`src/rtl/synth_pkg.sv`:
```
// Shared constants and types for the synthesiser voice control block.
package synth_pkg;

    localparam int unsigned FCW_W     = 20;
    localparam int unsigned ENV_W     = 16;
    localparam int unsigned CMD_W     = 16;
    localparam int unsigned OP_W      = 4;
    localparam int unsigned PAYLOAD_W = 12;
    localparam int unsigned RATE_W    = 12;
    localparam int unsigned FCW_LO_W  = 12;
    localparam int unsigned FCW_HI_W  = 8;
    localparam int unsigned WAVE_W    = 2;

    localparam logic [ENV_W-1:0] ENV_MAX = 16'hFFFF;

    localparam logic [OP_W-1:0] OP_FCW_LO   = 4'h1;
    localparam logic [OP_W-1:0] OP_FCW_HI   = 4'h2;
    localparam logic [OP_W-1:0] OP_WAVE     = 4'h3;
    localparam logic [OP_W-1:0] OP_ATTACK   = 4'h4;
    localparam logic [OP_W-1:0] OP_DECAY    = 4'h5;
    localparam logic [OP_W-1:0] OP_SUSTAIN  = 4'h6;
    localparam logic [OP_W-1:0] OP_RELEASE  = 4'h7;
    localparam logic [OP_W-1:0] OP_GATE_ON  = 4'h8;
    localparam logic [OP_W-1:0] OP_GATE_OFF = 4'h9;

    typedef struct packed {
        logic [OP_W-1:0]      op;
        logic [PAYLOAD_W-1:0] payload;
    } cmd_t;

    typedef enum logic [2:0] {
        ENV_IDLE,
        ENV_ATTACK,
        ENV_DECAY,
        ENV_SUSTAIN,
        ENV_RELEASE
    } env_state_e;

    function automatic logic op_legal(input logic [OP_W-1:0] op);
        return (op >= OP_FCW_LO) && (op <= OP_GATE_OFF);
    endfunction

endpackage

```
`src/rtl/env_gen.sv`:
```
// ADSR envelope generator; advances on the sample tick, applying any pending
// gate event before that tick's arithmetic.
module env_gen
    import synth_pkg::*;
(
    input  logic              clk,
    input  logic              rst_n,
    input  logic              tick,
    input  logic              gate_evt,
    input  logic              gate_on,
    input  logic [RATE_W-1:0] att_rate,
    input  logic [RATE_W-1:0] dec_rate,
    input  logic [RATE_W-1:0] rel_rate,
    input  logic [ENV_W-1:0]  sustain,
    output logic [ENV_W-1:0]  env,
    output logic              busy
);

    localparam int unsigned SUM_W = ENV_W + 1;

    env_state_e       state_q, state_d, gated_state;
    logic [ENV_W-1:0] env_q, env_d;
    logic             busy_q;
    logic [SUM_W-1:0] att_sum, dec_diff;
    logic [ENV_W-1:0] rel_ext;

    always_ff @(posedge clk or negedge rst_n) begin
        if (!rst_n) begin
            state_q <= ENV_IDLE;
            env_q   <= '0;
            busy_q  <= 1'b0;
        end else begin
            state_q <= state_d;
            env_q   <= env_d;
            busy_q  <= (state_d != ENV_IDLE);
        end
    end

    always_comb begin
        state_d     = state_q;
        env_d       = env_q;
        gated_state = state_q;
        rel_ext     = ENV_W'(rel_rate);
        att_sum     = {1'b0, env_q} + SUM_W'(att_rate);
        dec_diff    = {1'b0, env_q} - SUM_W'(dec_rate);

        // Gate on retriggers from the current level; gate off only leaves an active phase
        if (gate_evt) begin
            if (gate_on) begin
                gated_state = ENV_ATTACK;
            end else if (state_q == ENV_ATTACK || state_q == ENV_DECAY ||
                         state_q == ENV_SUSTAIN) begin
                gated_state = ENV_RELEASE;
            end
        end

        if (tick) begin
            state_d = gated_state;
            case (gated_state)
                ENV_ATTACK: begin
                    if (att_rate != '0) begin
                        if (att_sum >= {1'b0, ENV_MAX}) begin
                            env_d   = ENV_MAX;
                            state_d = ENV_DECAY;
                        end else begin
                            env_d = att_sum[ENV_W-1:0];
                        end
                    end
                end
                ENV_DECAY: begin
                    if (dec_rate != '0) begin
                        if (dec_diff[ENV_W] || (dec_diff[ENV_W-1:0] <= sustain)) begin
                            env_d   = sustain;
                            state_d = ENV_SUSTAIN;
                        end else begin
                            env_d = dec_diff[ENV_W-1:0];
                        end
                    end
                end
                ENV_SUSTAIN: env_d = sustain;
                ENV_RELEASE: begin
                    if (rel_rate != '0) begin
                        if (env_q <= rel_ext) begin
                            env_d   = '0;
                            state_d = ENV_IDLE;
                        end else begin
                            env_d = env_q - rel_ext;
                        end
                    end
                end
                default: ;
            endcase
        end
    end

    assign env  = env_q;
    assign busy = busy_q;

endmodule

```
`src/rtl/synth_ctrl.sv`:
```
// Voice control block: command decode, configuration registers, tick-aligned
// FCW commit and the envelope generator instance.
module synth_ctrl
    import synth_pkg::*;
(
    input  logic              i_clk,
    input  logic              i_rst_n,
    input  logic              i_tick,
    input  logic              i_cmd_valid,
    input  logic [CMD_W-1:0]  i_cmd,
    output logic              o_cmd_ready,
    output logic [FCW_W-1:0]  o_fcw,
    output logic [WAVE_W-1:0] o_wave_sel,
    output logic [ENV_W-1:0]  o_env,
    output logic              o_env_busy,
    output logic              o_err
);

    cmd_t              cmd;
    logic              accept;
    logic              cmd_ready_q;
    logic [FCW_W-1:0]  fcw_q, staged_q;
    logic [WAVE_W-1:0] wave_q;
    logic [RATE_W-1:0] att_q, dec_q, rel_q;
    logic [ENV_W-1:0]  sustain_q;
    logic              gate_pend_q, gate_on_q;
    logic              err_q;

    assign cmd    = cmd_t'(i_cmd);
    assign accept = i_cmd_valid && cmd_ready_q;

    // Ready doubles as "no commit pending": it drops on the high-FCW write and
    // returns on the committing tick, so staging cannot change under a pending commit.
    always_ff @(posedge i_clk or negedge i_rst_n) begin
        if (!i_rst_n) begin
            cmd_ready_q <= 1'b1;
            fcw_q       <= '0;
            staged_q    <= '0;
            wave_q      <= '0;
            att_q       <= RATE_W'(1);
            dec_q       <= RATE_W'(1);
            rel_q       <= RATE_W'(1);
            sustain_q   <= 16'h8000;
            gate_pend_q <= 1'b0;
            gate_on_q   <= 1'b0;
            err_q       <= 1'b0;
        end else begin
            err_q <= accept && !op_legal(cmd.op);

            if (i_tick && !cmd_ready_q) begin
                fcw_q       <= staged_q;
                cmd_ready_q <= 1'b1;
            end

            if (i_tick) begin
                gate_pend_q <= 1'b0;
            end

            if (accept) begin
                case (cmd.op)
                    OP_FCW_LO: staged_q[FCW_LO_W-1:0] <= cmd.payload;
                    OP_FCW_HI: begin
                        staged_q[FCW_W-1:FCW_LO_W] <= cmd.payload[FCW_HI_W-1:0];
                        cmd_ready_q                <= 1'b0;
                    end
                    OP_WAVE:     wave_q    <= cmd.payload[WAVE_W-1:0];
                    OP_ATTACK:   att_q     <= cmd.payload;
                    OP_DECAY:    dec_q     <= cmd.payload;
                    OP_SUSTAIN:  sustain_q <= {cmd.payload, 4'h0};
                    OP_RELEASE:  rel_q     <= cmd.payload;
                    OP_GATE_ON: begin
                        gate_pend_q <= 1'b1;
                        gate_on_q   <= 1'b1;
                    end
                    OP_GATE_OFF: begin
                        gate_pend_q <= 1'b1;
                        gate_on_q   <= 1'b0;
                    end
                    default: ;
                endcase
            end
        end
    end

    env_gen u_env_gen (
        .clk      (i_clk),
        .rst_n    (i_rst_n),
        .tick     (i_tick),
        .gate_evt (gate_pend_q),
        .gate_on  (gate_on_q),
        .att_rate (att_q),
        .dec_rate (dec_q),
        .rel_rate (rel_q),
        .sustain  (sustain_q),
        .env      (o_env),
        .busy     (o_env_busy)
    );

    assign o_cmd_ready = cmd_ready_q;
    assign o_fcw       = fcw_q;
    assign o_wave_sel  = wave_q;
    assign o_err       = err_q;

endmodule
```
`config.mk`:
```
export PLATFORM = sky130hd
export DESIGN_NAME = synth_ctrl
export DESIGN_NICKNAME = d
export VERILOG_FILES = /design/src/rtl/synth_pkg.sv /design/src/rtl/env_gen.sv /design/src/rtl/synth_ctrl.sv
export SDC_FILE = /design/constraint.sdc
export NUM_CORES = 1
export LEC_CHECK = 0
export CORE_ASPECT_RATIO = 1.2
export CORE_UTILIZATION = 54
export DETAILED_ROUTE_END_ITERATION = 12
export GPL_TIMING_DRIVEN = 0
export MAX_ROUTING_LAYER = met4
export PLACE_DENSITY_LB_ADDON = 0.08
export SLEW_MARGIN = 10
export SYNTH_ARGS = -nofsm -noshare
export SYNTH_HDL_FRONTEND = slang
export SYNTH_HIERARCHICAL = 1
export SYNTH_SLANG_ARGS = --single-unit
```
`constraint.sdc`:
```
create_clock -name i_clk -period 4.2 [get_ports i_clk]
set_input_delay 1.05 -clock i_clk [delete_from_list [all_inputs] [get_ports i_clk]]
set_output_delay 1.05 -clock i_clk [all_outputs]
set_load 0.1 [all_outputs]
```
== After elaboration in Yosys (flattened, before gate mapping) ==
Index checks and enable logic that the tools add are counted.

* Register bits: 114
* Bits of input ports: 20
* Output and inout port bits: 41
* Word-level logic and storage cells: 92

* Add/sub/neg operators: 3
* Order comparisons: 5
* Equal/unequal tests: 19
* Mux-type cells: 25
* Reductions and logical operators: 25

{| class="wikitable"
|+ Operator list
! cell !! number
|-
| 16-bit two-way mux || 6
|-
| 16-bit one-hot mux with 4 select lines || 1
|-
| 12-bit nonzero test || 3
|-
| 3-bit two-way mux || 10
|-
| 16-bit by 12-bit adder with 17-bit output || 1
|-
| 17-bit by 16-bit greater-or-equal comparator with 1-bit output, second input constant || 1
|-
| 16-bit by 12-bit subtractor with 17-bit output || 1
|-
| 4-bit by 3-bit == test with 1-bit output, second input constant || 4
|-
| 16-bit by 12-bit less-or-equal comparator with 1-bit output || 1
|-
| 16-bit less-or-equal comparator || 1
|-
| 2-bit AND reduction || 8
|-
| 16-bit by 12-bit subtractor with 16-bit output || 1
|-
| 3-bit by 2-bit == test with 1-bit output, second input constant || 4
|-
| 3-bit one-hot mux with 3 select lines || 1
|-
| 4-bit by 2-bit == test with 1-bit output, second input constant || 2
|-
| 4-bit == test, second input constant || 2
|-
| 3-bit by 1-bit == test with 1-bit output, second input constant || 2
|-
| 1-bit two-way mux || 6
|-
| 2-bit by 1-bit inequality test with 1-bit output, second input constant || 3
|-
| 5-bit AND reduction || 1
|-
| 4-bit by 1-bit == test with 1-bit output, second input constant || 1
|-
| 4-bit by 1-bit greater-or-equal comparator with 1-bit output, second input constant || 1
|-
| 4-bit less-or-equal comparator, second input constant || 1
|-
| 1-bit logical AND || 4
|-
| other kinds (8) || 11
|}

== Longest topological paths before layout ==
Gate-level depths: netlist of the first run.

* Depth in word-level cells: 11
* Depth in mapped cells: 20
* Gate-level depth less buffers: 19

== Cells and area by module ==
Netlist of the first run, hierarchy kept.

{| class="wikitable"
|+ Modules (own cells, without submodules)
! module !! times used !! cells an instance !! area an instance (um^2) !! sequential area each (um^2)
|-
| env_gen || 1 || 583 || 4312.9 || 500.5
|-
| synth_ctrl || 1 || 216 || 3613.5 || 2358.5
|}

== Least setup slack after synthesis of the first run ==
OpenSTA, ideal clock, no wires.

* Path kind: reg2reg
* Start point: register u_env_gen.env_q[0] (netlist: u_env_gen/env[0])
* End point: register u_env_gen.env_q[1] (netlist: u_env_gen/env[1])
* Library setup time: 0.143 ns
* Arrival: 4.847 ns
* Required time: 4.057 ns
* Path slack: -0.790 ns
* Cell stages (with the launch flop): 21
* Buffers on the path: 1
* Clock period less this slack: 4.990 ns
* Path through: dfrtp_1 -> inv_1 -> ha_1 -> fa_1 -> nand2b_1 -> a21oi_1 -> o211ai_1 -> nand3b_1 -> a21oi_1 -> xnor2_1 -> inv_1 -> ha_1 -> a21oi_1 -> nand2_1 -> a22oi_1 -> or4b_2 -> and4_1 -> buf_2 -> a221oi_1 -> a21boi_1 -> a221oi_1

* Word-level cells in the longest chain between the ends: 6
* Elaborated cells on any way between the ends: 14
* Classes of those cells: 3 x add/sub; 3 x order compare; 7 x mux; 1 x reduce/logical

{| class="wikitable"
|+ RTL lines
! element !! RTL line !! RTL
|-
| from (decl) || env_gen.sv:22 || <nowiki>logic [ENV_W-1:0] env_q, env_d;</nowiki>
|-
| from (signal assigned) || env_gen.sv:34 || <nowiki>env_q <= env_d;</nowiki>
|-
| 16-bit by 12-bit subtractor with 17-bit output || env_gen.sv:45 || <nowiki>dec_diff = {1'b0, env_q} - SUM_W'(dec_rate);</nowiki>
|-
| 16-bit less-or-equal comparator || env_gen.sv:72 || <nowiki>if (dec_diff[ENV_W] || (dec_diff[ENV_W-1:0] <= sustain)) begin</nowiki>
|-
| 1-bit logical OR || env_gen.sv:72 ||
|-
| 16-bit two-way mux || env_gen.sv:72 ||
|-
| 16-bit two-way mux || env_gen.sv:71 || <nowiki>if (dec_rate != '0) begin</nowiki>
|-
| 16-bit one-hot mux with 4 select lines * || env_gen.sv:59 || <nowiki>case (gated_state)</nowiki>
|}

Every way passes the cells marked *; elsewhere a longest branch is shown, timed or not. The select of a mux whose other input is x is not followed.
A chain may end at the register's enable or synchronous reset.

== Final worst setup path of the first run ==
Same ends and word-level chain as after synthesis.

==> results of run 1 <==
[state kept, by name (all words and copies together), names as in the netlist, 2 cells and up]
| signal | flops |
|---|---|
| att_q | 12 |
| dec_q | 12 |
| o_fcw | 20 |
| o_wave_sel | 2 |
| rel_q | 12 |
| staged_q | 20 |
| sustain_q | 12 |
| u_env_gen/env | 16 |
| u_env_gen/state_q | 3 |
[stage by stage]
stage	hold slack, ns	setup WS [ns]	setup TNS, ns	cell area (um^2)
floorplan	0.474	0.00282	0	8010
global placement	0.482	-2.92	-249.75	8830
detailed placement	0.491	-0.448	-5.15	8850
CTS	0.506	0.00112	0	9790
global route	0.515	-0.211	-2.18	10000
finish	0.502	-0.0331	-0.0843	10000
[critical path: stages, from the launching register on]
cell,delay (ns)
dfrtp_4,0.42
inv_4,0.06
ha_4,0.16
fa_2,0.36
nand2b_4,0.16
a21oi_4,0.20
buf_4,0.15
o21a_1,0.18
a31oi_1,0.13
xnor2_1,0.24
ha_1,0.29
nand4_1,0.12
buf_4,0.13
a2111oi_4,0.04
or4b_4,0.60
and4_1,0.21
buf_6,0.15
a221oi_2,0.20
a21boi_2,0.24
a221oi_2,0.05
[path summary, 6_finish.rpt]
check / endpoint / start / slack [ns] / cells after the start
max: u_env_gen/env[1]$_DFFE_PN0P_ / u_env_gen/env[0]$_DFFE_PN0P_ / -0.03 / 19
min: staged_q[10]$_DFFE_PN0P_ / staged_q[10]$_DFFE_PN0P_ / 0.50 / 1
max reg2reg: u_env_gen/env[1]$_DFFE_PN0P_ / u_env_gen/env[0]$_DFFE_PN0P_ / -0.03 / 19
min reg2reg: staged_q[10]$_DFFE_PN0P_ / staged_q[10]$_DFFE_PN0P_ / 0.50 / 1
max in group asynchronous: sustain_q[15]$_DFFE_PN1P_ / i_rst_n / 2.94 / 2
min in group asynchronous: u_env_gen/busy$_DFF_PN0_ / i_rst_n / 0.52 / 1
[cell families after synthesis]
kind of cell / count (synthesis) / share of synthesized area
flops: 114 / 0.361
other cells: 1 / 0.000473
mux: 99 / 0.145
simple gates: 220 / 0.151
fa+ha+maj: 55 / 0.0897
buf+inv: 85 / 0.0461
compound gates: 193 / 0.172
xor+xnor: 32 / 0.0354
[metal layers]
metal	global-route usage	routed length [um]	vias up
li1	-	-	3165
met1	0.430	10300	3431
met2	0.577	12400	305
met3	0.0543	1350	84
met4	0.144	1060	0
met5	-	0	-
[cells in the final DEF, fill, tap and decap left out, types with 7 or more instances in the layout]
master,count
dfrtp_1,98
mux2_2,81
clkdlybuf4s50_1,59
inv_1,53
nor2_1,52
ha_1,46
a21oi_1,39
nand2_1,36
buf_4,32
o21ai_0,31
nand3_1,18
clkbuf_16,17
xnor2_1,16
nor3_1,15
clkbuf_1,14
nor2b_1,13
xor2_1,13
nor4_1,13
o21a_1,11
mux2_4,11
a21o_1,11
nand4_1,11
a221oi_2,10
buf_2,9
nand2b_1,9
conb_1,9
and3_1,8
dfrtp_2,8
a31oi_1,7
o21ai_1,7
[final cells by class]
class | instances | area share
multi-input cells | 608 | 0.502
inverters | 56 | 0.0216
clock inverters | 12 | 0.0202
well taps | 175 | 0.0218
plain buffers | 28 | 0.0158
flip-flops and latches | 114 | 0.287
repair buffers | 92 | 0.0858
clock buffers | 20 | 0.0455
[timing repair]
action,4_1_cts,5_1_grt
pin swaps,23,22
endpoints found under the setup margin,18,18
resized for setup,31,21
setup buffers,17,14
==> out/metrics.yaml, run 1 <==
outcome: "finished, violations left"
violations: "negative setup slack"
ys_types: 88
area_delta_synth_final_pct: 26.7
required_ns: 4.48
clk_pin_slew_worst_paths_ns: 0.05
cp-start-kind: "flip-flop"
synth_cells: 799
cp-end-kind: "flip-flop"
yosys.area.top_type: "dfrtp_1"
grt_setup_unrepaired: "true"
drt_iter0_markers: 591
hold_buffers: 0
cts_tree: "built"
synthFlopType: "dfrtp_1"
totalWireLength_um: 25100
worst_slack_ns: -0.0331
netlist_area_mm2: 0.00793
gp_congestion: 0.977
skew_ns: 0.0109
ys_seq_area_frac: 0.361
avgSynthCellArea_um2: 9.92
port_buffers: 60
dieArea_mm2: 0.0152
die_width_um: 113
relSlewSlack: 0.334
drive_gt1_frac: 0.273
num_antenna_cells: 0
fin_cells: 1105
fin_crit_sh: 1.01
yosys-top-cells-area: "dfrtp_1 34%, mux2_2 12%, ha_1 8.2%"
cts_buffers: 17
max_freq_mhz: 236
clk_path_buf_depth: 2
io_pins: 61
critPathKind: "flip-flop to flip-flop"
synth_common_cells: "109 x dfrtp_1, 81 x mux2_2, 55 x inv_1"
cp.arrival_ns: 4.52
min_period_ns: 4.23
drv_slew: 0
min_path_type: "flip-flop to flip-flop"
ant_nets: 0
final_core_util: 0.700
grt_overflow: 0
place_inst: 1043
detailed_place_hpwl_um: 18400
register_area_mm2: 0.00288
drcViolationCount: 0
clockRootBuffer: "clkbuf_16"
htree_levels: 4
ys_ff_latch: 114
synth.most_common_cell: "dfrtp_1"
grt_max_degree: 84
clock_latency_ns: 0.42
grt_antenna_before_repair: 0
dieHeight_um: 135
crit_path_max_fanout: 8
drv_cap: 0
tightest_slew_ns: 0.996
setup_violations: 6
fin_nets: 992
hold_viol: 0
vias: 6985
rows: 48
grt_pass1_wl_um: 38400
core_area_mm2: 0.0144
yosys_warnings: 6
multi_input_area_mm2: 0.00505
drt_pre_antenna_iters: 8
fillers: 1044
start_util: 0.552
synth-edff-count: 0
synth.top_cell.area_share: 0.344
async_flop_share: 1.00
grt_pass1_vias: 6822
grt_usage: 0.350
wl_per_cell_um: 22.7
cts.sinks: 114
via_per_inst: 6.32
Power of run 1 is not shown: default switching activity piles up to over one toggle a cycle in this logic, so the estimate is an artifact.
==> run 2, diff against run 1 <==
Settings changed: CTS_CLUSTER_DIAMETER set to 150.
==> results of run 2 <==
The final DEF is identical to that of run 1; final timing and power are the same.
Power of run 2 is left out for the same reason.
